File: src/rtl/wb_port_arbiter_if.sv
// Bus bundle for wb_port_arbiter: WB-stage request, LU result port and register-file port.
// The slave modport is the arbiter's view; the master modport is the surrounding pipeline's.
// Optional WB_ARB_PERF_EN adds the StallCnt / LuWaitCnt performance counters.
interface wb_port_arbiter_if #(
  parameter int unsigned DATA_W = 32,
  parameter int unsigned DEPTH  = 2
);
  localparam int unsigned CntW = $clog2(DEPTH) + 1;

  logic              RegWriteW;
  logic [4:0]        WriteRegW;
  logic [DATA_W-1:0] ResultW;
  logic              LuValid;
  logic [4:0]        LuReg;
  logic [DATA_W-1:0] LuData;
  logic              LuReady;
  logic              RegWriteRF;
  logic [4:0]        WriteRegRF;
  logic [DATA_W-1:0] WriteDataRF;
  logic              StallReq;
  logic [CntW-1:0]   BufCount;
`ifdef WB_ARB_PERF_EN
  logic [31:0]       StallCnt;
  logic [31:0]       LuWaitCnt;

  modport slave (
    input  RegWriteW, WriteRegW, ResultW, LuValid, LuReg, LuData,
    output LuReady, RegWriteRF, WriteRegRF, WriteDataRF, StallReq, BufCount,
    output StallCnt, LuWaitCnt
  );

  modport master (
    output RegWriteW, WriteRegW, ResultW, LuValid, LuReg, LuData,
    input  LuReady, RegWriteRF, WriteRegRF, WriteDataRF, StallReq, BufCount,
    input  StallCnt, LuWaitCnt
  );
`else
  modport slave (
    input  RegWriteW, WriteRegW, ResultW, LuValid, LuReg, LuData,
    output LuReady, RegWriteRF, WriteRegRF, WriteDataRF, StallReq, BufCount
  );

  modport master (
    output RegWriteW, WriteRegW, ResultW, LuValid, LuReg, LuData,
    input  LuReady, RegWriteRF, WriteRegRF, WriteDataRF, StallReq, BufCount
  );
`endif
endinterface

File: src/rtl/wb_port_arbiter.sv
// Register-file write-port arbiter between the in-order WB stage and a long-latency unit.
// LU results queue in a small FIFO and drain on idle WB cycles; if the FIFO head is blocked
// for MAX_WAIT cycles a one-cycle pipeline stall (STEAL) is forced to retire it.
// Optional feature macro: WB_ARB_PERF_EN (StallCnt / LuWaitCnt saturating counters).
module wb_port_arbiter #(
  parameter int unsigned DATA_W   = 32,
  parameter int unsigned DEPTH    = 2,
  parameter int unsigned MAX_WAIT = 4
) (
  input logic              CLK,
  input logic              RST,
  wb_port_arbiter_if.slave io_bus
);
  localparam int unsigned PtrW = $clog2(DEPTH);
  localparam int unsigned CntW = PtrW + 1;
  localparam int unsigned AgeW = (MAX_WAIT > 1) ? $clog2(MAX_WAIT) : 1;
  localparam logic [AgeW-1:0] AgeLast = AgeW'(MAX_WAIT - 1);

  typedef enum logic [1:0] {StIdle, StWait, StSteal} state_e;

  state_e            r_state_q, w_state_d;
  logic [AgeW-1:0]   r_age_q, w_age_d;
  logic [PtrW-1:0]   r_wptr_q, r_rptr_q;
  logic [CntW-1:0]   r_count_q, w_count_d;
  logic              r_lu_ready_q;
  logic [4:0]        r_lu_reg_q  [DEPTH];
  logic [DATA_W-1:0] r_lu_data_q [DEPTH];

  logic              w_empty, w_push, w_store, w_sel_lu, w_pop, w_blocked;
  logic              w_rf_we;
  logic [4:0]        w_rf_reg;
  logic [DATA_W-1:0] w_rf_data;

  assign w_empty   = (r_count_q == '0);
  assign w_push    = io_bus.LuValid && r_lu_ready_q;
  // Register 0 results complete the handshake but are never written.
  assign w_store   = w_push && (io_bus.LuReg != 5'd0);
  // During STEAL the WB request is ignored; the frozen WB register re-presents it later.
  assign w_sel_lu  = (r_state_q == StSteal) || (!io_bus.RegWriteW && !w_empty);
  assign w_pop     = w_sel_lu;
  assign w_blocked = (r_state_q == StWait) && io_bus.RegWriteW;
  assign w_count_d = r_count_q + CntW'(w_store) - CntW'(w_pop);

  // FIFO pointers, occupancy and registered ready
  always_ff @(posedge CLK or negedge RST) begin
    if (!RST) begin
      r_wptr_q     <= '0;
      r_rptr_q     <= '0;
      r_count_q    <= '0;
      r_lu_ready_q <= 1'b0;
    end else begin
      if (w_store) r_wptr_q <= r_wptr_q + PtrW'(1);
      if (w_pop)   r_rptr_q <= r_rptr_q + PtrW'(1);
      r_count_q    <= w_count_d;
      r_lu_ready_q <= (w_count_d != CntW'(DEPTH));
    end
  end

  // FIFO storage; contents are only observable through valid pointers, so no reset
  always_ff @(posedge CLK) begin
    if (w_store) begin
      r_lu_reg_q[r_wptr_q]  <= io_bus.LuReg;
      r_lu_data_q[r_wptr_q] <= io_bus.LuData;
    end
  end

  // FSM state register
  always_ff @(posedge CLK or negedge RST) begin
    if (!RST) r_state_q <= StIdle;
    else      r_state_q <= w_state_d;
  end

  // FSM next-state logic
  always_comb begin
    w_state_d = r_state_q;
    unique case (r_state_q)
      StIdle: begin
        if (w_store) w_state_d = StWait;
      end
      StWait: begin
        if (w_blocked && (r_age_q == AgeLast)) w_state_d = StSteal;
        else if (w_pop && (w_count_d == '0))   w_state_d = StIdle;
      end
      StSteal: begin
        w_state_d = (w_count_d != '0) ? StWait : StIdle;
      end
      default: w_state_d = StIdle;
    endcase
  end

  // Head age: counts blocked cycles in WAIT, cleared on any pop or when a steal is scheduled
  always_comb begin
    w_age_d = '0;
    if ((r_state_q == StWait) && !w_pop && w_blocked && (r_age_q != AgeLast)) begin
      w_age_d = r_age_q + AgeW'(1);
    end
  end

  // Age register
  always_ff @(posedge CLK or negedge RST) begin
    if (!RST) r_age_q <= '0;
    else      r_age_q <= w_age_d;
  end

  // FSM / port-select outputs; forced quiet while reset is asserted
  always_comb begin
    w_rf_we   = 1'b0;
    w_rf_reg  = '0;
    w_rf_data = '0;
    if (RST) begin
      if (w_sel_lu) begin
        w_rf_we   = 1'b1;
        w_rf_reg  = r_lu_reg_q[r_rptr_q];
        w_rf_data = r_lu_data_q[r_rptr_q];
      end else if (io_bus.RegWriteW) begin
        w_rf_we   = 1'b1;
        w_rf_reg  = io_bus.WriteRegW;
        w_rf_data = io_bus.ResultW;
      end
    end
  end

  assign io_bus.RegWriteRF  = w_rf_we;
  assign io_bus.WriteRegRF  = w_rf_reg;
  assign io_bus.WriteDataRF = w_rf_data;
  assign io_bus.StallReq    = (r_state_q == StSteal);
  assign io_bus.LuReady     = r_lu_ready_q;
  assign io_bus.BufCount    = r_count_q;

`ifdef WB_ARB_PERF_EN
  logic [31:0] r_stall_cnt_q, r_wait_cnt_q;

  // Saturating counters of STEAL cycles and of cycles the FIFO head was blocked
  always_ff @(posedge CLK or negedge RST) begin
    if (!RST) begin
      r_stall_cnt_q <= '0;
      r_wait_cnt_q  <= '0;
    end else begin
      if ((r_state_q == StSteal) && (r_stall_cnt_q != '1)) r_stall_cnt_q <= r_stall_cnt_q + 32'd1;
      if (w_blocked && (r_wait_cnt_q != '1))               r_wait_cnt_q  <= r_wait_cnt_q + 32'd1;
    end
  end

  assign io_bus.StallCnt  = r_stall_cnt_q;
  assign io_bus.LuWaitCnt = r_wait_cnt_q;
`endif
endmodule
File: src/flat_wrapper.sv
// flat-port wrapper written by rule: the top's interface ports become plain ports
module wb_port_arbiter_flat 
#(
  parameter int unsigned DATA_W   = 32,
  parameter int unsigned DEPTH    = 2,
  parameter int unsigned MAX_WAIT = 4
)
  (CLK, RST, io_bus_RegWriteW, io_bus_WriteRegW, io_bus_ResultW, io_bus_LuValid, io_bus_LuReg, io_bus_LuData, io_bus_LuReady, io_bus_RegWriteRF, io_bus_WriteRegRF, io_bus_WriteDataRF, io_bus_StallReq, io_bus_BufCount);
  wb_port_arbiter_if #(.DATA_W(DATA_W), .DEPTH(DEPTH)) io_bus_i ();
  input logic CLK;
  input logic RST;
  input wire logic [$bits(io_bus_i.RegWriteW)-1:0] io_bus_RegWriteW;
  input wire logic [$bits(io_bus_i.WriteRegW)-1:0] io_bus_WriteRegW;
  input wire logic [$bits(io_bus_i.ResultW)-1:0] io_bus_ResultW;
  input wire logic [$bits(io_bus_i.LuValid)-1:0] io_bus_LuValid;
  input wire logic [$bits(io_bus_i.LuReg)-1:0] io_bus_LuReg;
  input wire logic [$bits(io_bus_i.LuData)-1:0] io_bus_LuData;
  output wire logic [$bits(io_bus_i.LuReady)-1:0] io_bus_LuReady;
  output wire logic [$bits(io_bus_i.RegWriteRF)-1:0] io_bus_RegWriteRF;
  output wire logic [$bits(io_bus_i.WriteRegRF)-1:0] io_bus_WriteRegRF;
  output wire logic [$bits(io_bus_i.WriteDataRF)-1:0] io_bus_WriteDataRF;
  output wire logic [$bits(io_bus_i.StallReq)-1:0] io_bus_StallReq;
  output wire logic [$bits(io_bus_i.BufCount)-1:0] io_bus_BufCount;
  assign io_bus_i.RegWriteW = io_bus_RegWriteW;
  assign io_bus_i.WriteRegW = io_bus_WriteRegW;
  assign io_bus_i.ResultW = io_bus_ResultW;
  assign io_bus_i.LuValid = io_bus_LuValid;
  assign io_bus_i.LuReg = io_bus_LuReg;
  assign io_bus_i.LuData = io_bus_LuData;
  assign io_bus_LuReady = io_bus_i.LuReady;
  assign io_bus_RegWriteRF = io_bus_i.RegWriteRF;
  assign io_bus_WriteRegRF = io_bus_i.WriteRegRF;
  assign io_bus_WriteDataRF = io_bus_i.WriteDataRF;
  assign io_bus_StallReq = io_bus_i.StallReq;
  assign io_bus_BufCount = io_bus_i.BufCount;
  wb_port_arbiter #(.DATA_W(DATA_W), .DEPTH(DEPTH), .MAX_WAIT(MAX_WAIT)) u_core (.CLK(CLK), .RST(RST), .io_bus(io_bus_i));
endmodule
File: config.mk
export PLATFORM = sky130hd
export DESIGN_NAME = wb_port_arbiter_flat
export DESIGN_NICKNAME = d
export VERILOG_FILES = /design/src/rtl/wb_port_arbiter_if.sv /design/src/rtl/wb_port_arbiter.sv /design/src/flat_wrapper.sv
export SDC_FILE = /design/constraint.sdc
export NUM_CORES = 1
export LEC_CHECK = 0
export CAP_MARGIN = 20
export CORE_MARGIN = 5
export CORE_UTILIZATION = 50
export DETAILED_ROUTE_END_ITERATION = 10
export PLACE_DENSITY = 0.94
export SYNTH_ARGS = -nofsm -noshare
export SYNTH_HDL_FRONTEND = slang
export SYNTH_SLANG_ARGS = --single-unit
File: constraint.sdc
create_clock -name CLK -period 5.2 [get_ports CLK]
set_clock_uncertainty 0.15 [all_clocks]
set_input_delay 1.56 -clock CLK [delete_from_list [all_inputs] [get_ports CLK]]
set_output_delay 1.56 -clock CLK [all_outputs]
set_load 0.1 [all_outputs]
Yosys cells after proc, flatten, opt, wreduce, memory -nomap -nowiden

Memories as Yosys holds them, arrays and structs flattened.
Cells that the tools add are included.

Add/sub/neg operators: 5
Equal/unequal tests: 7
Multiplexer cells: 17
Reductions and logical operators: 19

Operators with widths:

| cell                  | count |
|---|---|
| $mux W32              | 3 |
| $mux W5               | 3 |
| $logic_and A1 B1 Y1   | 9 |
| $mux W2               | 4 |
| $logic_not A2 Y1      | 3 |
| $mux W1               | 6 |
| $pmux W2 S3           | 1 |
| $reduce_bool A5 Y1    | 1 |
| $eq A2 B2 Y1 const B  | 2 |
| $ne A2 B2 Y1 const B  | 2 |
| $logic_not A1 Y1      | 3 |
| $ne A3 B1 Y1 const B  | 1 |
| $add A1 B1 Y1 const B | 2 |
| $add A2 B1 Y2         | 1 |
| $add A2 B1 Y2 const B | 1 |
| $eq A2 B1 Y1 const B  | 1 |
| $ne A2 B1 Y1 const B  | 1 |
| $reduce_and A2 Y1     | 1 |
| $reduce_bool A2 Y1    | 1 |
| $sub A2 B1 Y2         | 1 |
| $logic_or A1 B1 Y1    | 1 |

Flip-flop bits (word level): 9
Bits in writable memories: 74
Output and inout port bits: 42
Logic and storage cells: 56
Memories: 2

Memories:

| memory             | depth | bits a word | rd ports | clocked after Yosys merged registers in | wr ports | line                  | source |
|---|---|---|---|---|---|---|---|
| u_core.r_lu_data_q | 2     | 32          | 1        | 0                                       | 1        | wb_port_arbiter.sv:27 | `logic [DATA_W-1:0] r_lu_data_q [DEPTH];` |
| u_core.r_lu_reg_q  | 2     | 5           | 1        | 0                                       | 1        | wb_port_arbiter.sv:26 | `logic [4:0] r_lu_reg_q [DEPTH];` |

Longest topological paths before layout

Depth in word-level cells: 10
Gate-level depth with buffers: 6
Gate-level depth less buffers: 5

Least setup slack after synthesis

No wires, ideal clock.

Path type: input-to-output
Start: input io_bus_RegWriteW
End: output io_bus_WriteDataRF[13]
Arrival: 3.448 ns
Path slack: 0.042 ns
Cell stages on the path: 5
Path buffers: 2
Cells stage by stage: o21ai_1 buf_2 buf_2 a22oi_1 nor2_1

Word-level cells in the longest chain between the ends: 5
Elaborated cells between the ends (all ways): 6
Those cells by class: mux (3); reduce/logical (3)

Ends and longest elaborated chain:

| element             | line                   | source |
|---|---|---|
| from (decl)         | flat_wrapper.sv:12     | `input wire logic [$bits(io_bus_i.RegWriteW)-1:0] io_bus_RegWriteW;` |
| $logic_not A1 Y1    | wb_port_arbiter.sv:39  | `assign w_sel_lu = (r_state_q == StSteal) \|\| (!io_bus.RegWriteW && !w_empty);` |
| $logic_and A1 B1 Y1 | wb_port_arbiter.sv:39  |  |
| $logic_or A1 B1 Y1  | wb_port_arbiter.sv:39  |  |
| $mux W32 *          | wb_port_arbiter.sv:111 | `if (w_sel_lu) begin` |
| $mux W32 *          | wb_port_arbiter.sv:110 | `if (RST) begin` |
| to (decl)           | flat_wrapper.sv:21     | `output wire logic [$bits(io_bus_i.WriteDataRF)-1:0] io_bus_WriteDataRF;` |

Every way passes the cells marked *; elsewhere a longest branch is shown, timed or not.

Worst setup path after layout

Start: input io_bus_RegWriteW
End: output io_bus_WriteDataRF[14]

The elaborated chain is that of the path after synthesis.

==> out/metrics.yaml <==
setup_path:
  r2r_cells: 4
  cp_data_arrival_time_ns: 3.21
  setup.worst_path.start_class: "input pin"
  crit_fanout: 29
  setup.worst_path.end_class: "primary output"
  crit_type: "in -> out"
  worstPathRequired_ns: 3.49
power:
  leakagePower_nw: 2.02
  irDropWorstVdd_v: 0.000279
  powerDensity_mw_per_mm2: 489
drt:
  drt_iter0_drc: 148
  ant_nets: 0
  via_count: 2664
  drc_errors: 0
  finalWirelength_um: 8830
  viasPerCell: 5.50
  routedWlPerCell_um: 18.2
  dr.pass1.iters: 5
synthesis:
  synth.most_common_cell: "edfxtp_1"
  synth-seq-cells: 83
  synth_area_leaders: "edfxtp_1, mux2_2, a22oi_1"
  async_reset_ff_frac: 0.108
  netlist_area_mm2: 0.00368
  synth_area_leader_cell: "edfxtp_1"
  synth_top_area_frac: 0.604
  synth_seq_area_share: 0.666
  synth_edf_count: 74
  synth_common_cells: "edfxtp_1, nor2_1, a22oi_1, mux2_2"
  ys.flop_type: "edfxtp_1"
  ys_warn_count: 0
  yosysUniqueCellTypes: 38
  syn-instance-count: 259
  syn-num-nets: 338
  syn_avg_cell_area_um2: 14.2
die:
  die_area_mm2: 0.00917
  rows: 31
  initial_core_util: 0.510
  core_region_area_mm2: 0.00721
  die_x_um: 95.8
  die_h_um: 95.8
  io_pins: 120
status:
  run_status: "finished clean"
global_route:
  grt_pass1_vias: 2789
  grt_antenna_before_repair: 0
  grt_max_degree: 40
  grt_pass1_wl_um: 14000
  grt_use_total: 0.204
  gr-total-overflow: 0
timing:
  clock.fmax_mhz: 203
  tightest_slew_ns: 0.987
  period_minus_slack_ns: 4.92
  rsz0062_at_grt: "false"
  setup_violations: 0
  setup_ws_ns: 0.278
  setup_tns_ns: 0
  drv_slew: 0
  slew_headroom: 0.340
  post-route-period-util: 0.947
  final_hold_viol_count: 0
cts:
  clk_latency_ns: 0.34
  ctsResizeCount: 0
  hold_buffers: 0
  clk_pin_slew_ns: 0.08
  cts_setup_buffers: 0
  htree_levels: 3
  cts_tree: "yes"
  clock-sinks: 83
  clockBufferDepth: 2
  cts_root_buffer: "clkbuf_8"
  cts_made_buffers: 9
placed_design:
  place.gp.congestion: 0.796
  dpl_cell_area_mm2: 0.00539
  dp_hpwl_um: 6420
  place_ws_ns: 0.314
  place.port_buffers: 119
finish:
  drive_above_1_share: 0.273
  fillers: 433
  multiInputGateArea_mm2: 0.00116
  diodes: 0
  final_cell_area_mm2: 0.00559
  area_delta_synth_final_pct: 52.1
  nNetsFinal: 459
  regArea_mm2: 0.00245
hold_path:
  hold_path_class: "reg -> reg"
  hold_depth: 1
flow_run:
  maxCapViolCount: 0
-- report_power, final --
part	internal, mW	switching [mW]
logic	0.492	0.761
clock network	0.251	0.216
registers	0.901	0.115
total	1.64	1.09
-- stage by stage --
step / total power [mW] / utilization / hold slack, ns / std cells
2_1_floorplan: 1.84 / - / 0.263 / 259
6_report: 2.74 / 0.775 / 0.305 / 484
5_1_grt: 2.85 / 0.775 / 0.330 / 484
3_3_place_gp: 2.25 / 0.747 / 0.275 / 468
3_5_place_dp: 2.29 / 0.747 / 0.302 / 468
4_1_cts: 2.76 / 0.775 / 0.313 / 484
-- metal layers --
| metal | GRT usage | wire length [µm] |
|---|---|---|
| met1 | 0.245 | 3440 |
| met2 | 0.365 | 4800 |
| met3 | 0.0446 | 522 |
| met4 | 0.0675 | 64 |
| met5 | 0 | 0 |
-- final timing paths --
path,startpoint,slack [ns],end
min in group asynchronous,RST,1.39,u_core.r_age_q[0]
max in group asynchronous,RST,3.36,u_core.r_rptr_q
hold / removal,u_core.r_age_q[0],0.30,u_core.r_age_q[0]
setup / recovery,io_bus_RegWriteW,0.28,io_bus_WriteDataRF[14]
setup reg to reg,u_core.io_bus.LuReady,3.14,u_core.r_lu_data_q[0][29]
hold reg to reg,u_core.r_age_q[0],0.30,u_core.r_age_q[0]
-- registers in the layout (all words and copies together) (netlist names) --
name,count
u_core.r_age_q,2
u_core.r_wptr_q,1
u_core.io_bus.LuReady,1
u_core.io_bus.BufCount,2
u_core.r_lu_reg_q,10
u_core.r_lu_data_q,64
u_core.r_state_q,2
u_core.r_rptr_q,1
-- critical path, cell delays in order --
cell and delay (ns):
clkdlybuf4s50_1 0.47, inv_1 0.11, nor2_4 0.14, buf_4 0.32, a22oi_1 0.14, nor2_1 0.24, buf_12 0.21
-- final cells by class --
class | count | share of cell area
clock buffers | 12 | 0.0280
clock inverters | 4 | 0.00872
inverters | 5 | 0.00336
multi-input cells | 155 | 0.207
flip-flops and latches | 83 | 0.438
well taps | 99 | 0.0221
repair buffers | 126 | 0.293
-- layout by cell type, fill, tap and decap left out, drive strengths merged, types with 2 or more instances in the layout --
master / count
clkdlybuf4s50: 81
clkbuf: 12
nor2: 43
buf: 45
inv: 5
a22oi: 37
o21ai: 2
edfxtp: 74
a31oi: 2
mux2: 37
nand2: 5
nor2b: 2
nor3: 2
clkinv: 3
a21oi: 2
dfrtp: 9
xnor2: 2
nand2b: 2
-- kinds of logic (layout without fill, tap and decap cells) --
| group | count (synthesis) | count (layout) | share of synthesized area |
|---|---|---|---|
| flip-flops | 83 | 83 | 0.666 |
| AND/OR/NAND/NOR | 64 | 64 | 0.0793 |
| AO/OA/AOI/OAI | 49 | 49 | 0.103 |
| multiplexers | 38 | 38 | 0.116 |
| buffers and inverters | 21 | 147 | 0.0255 |
| XOR/XNOR | 3 | 3 | 0.00715 |
| adder cells (fa/ha/maj) | 1 | 1 | 0.00340 |
No activity file was read; power rests on OpenSTA's default activity.
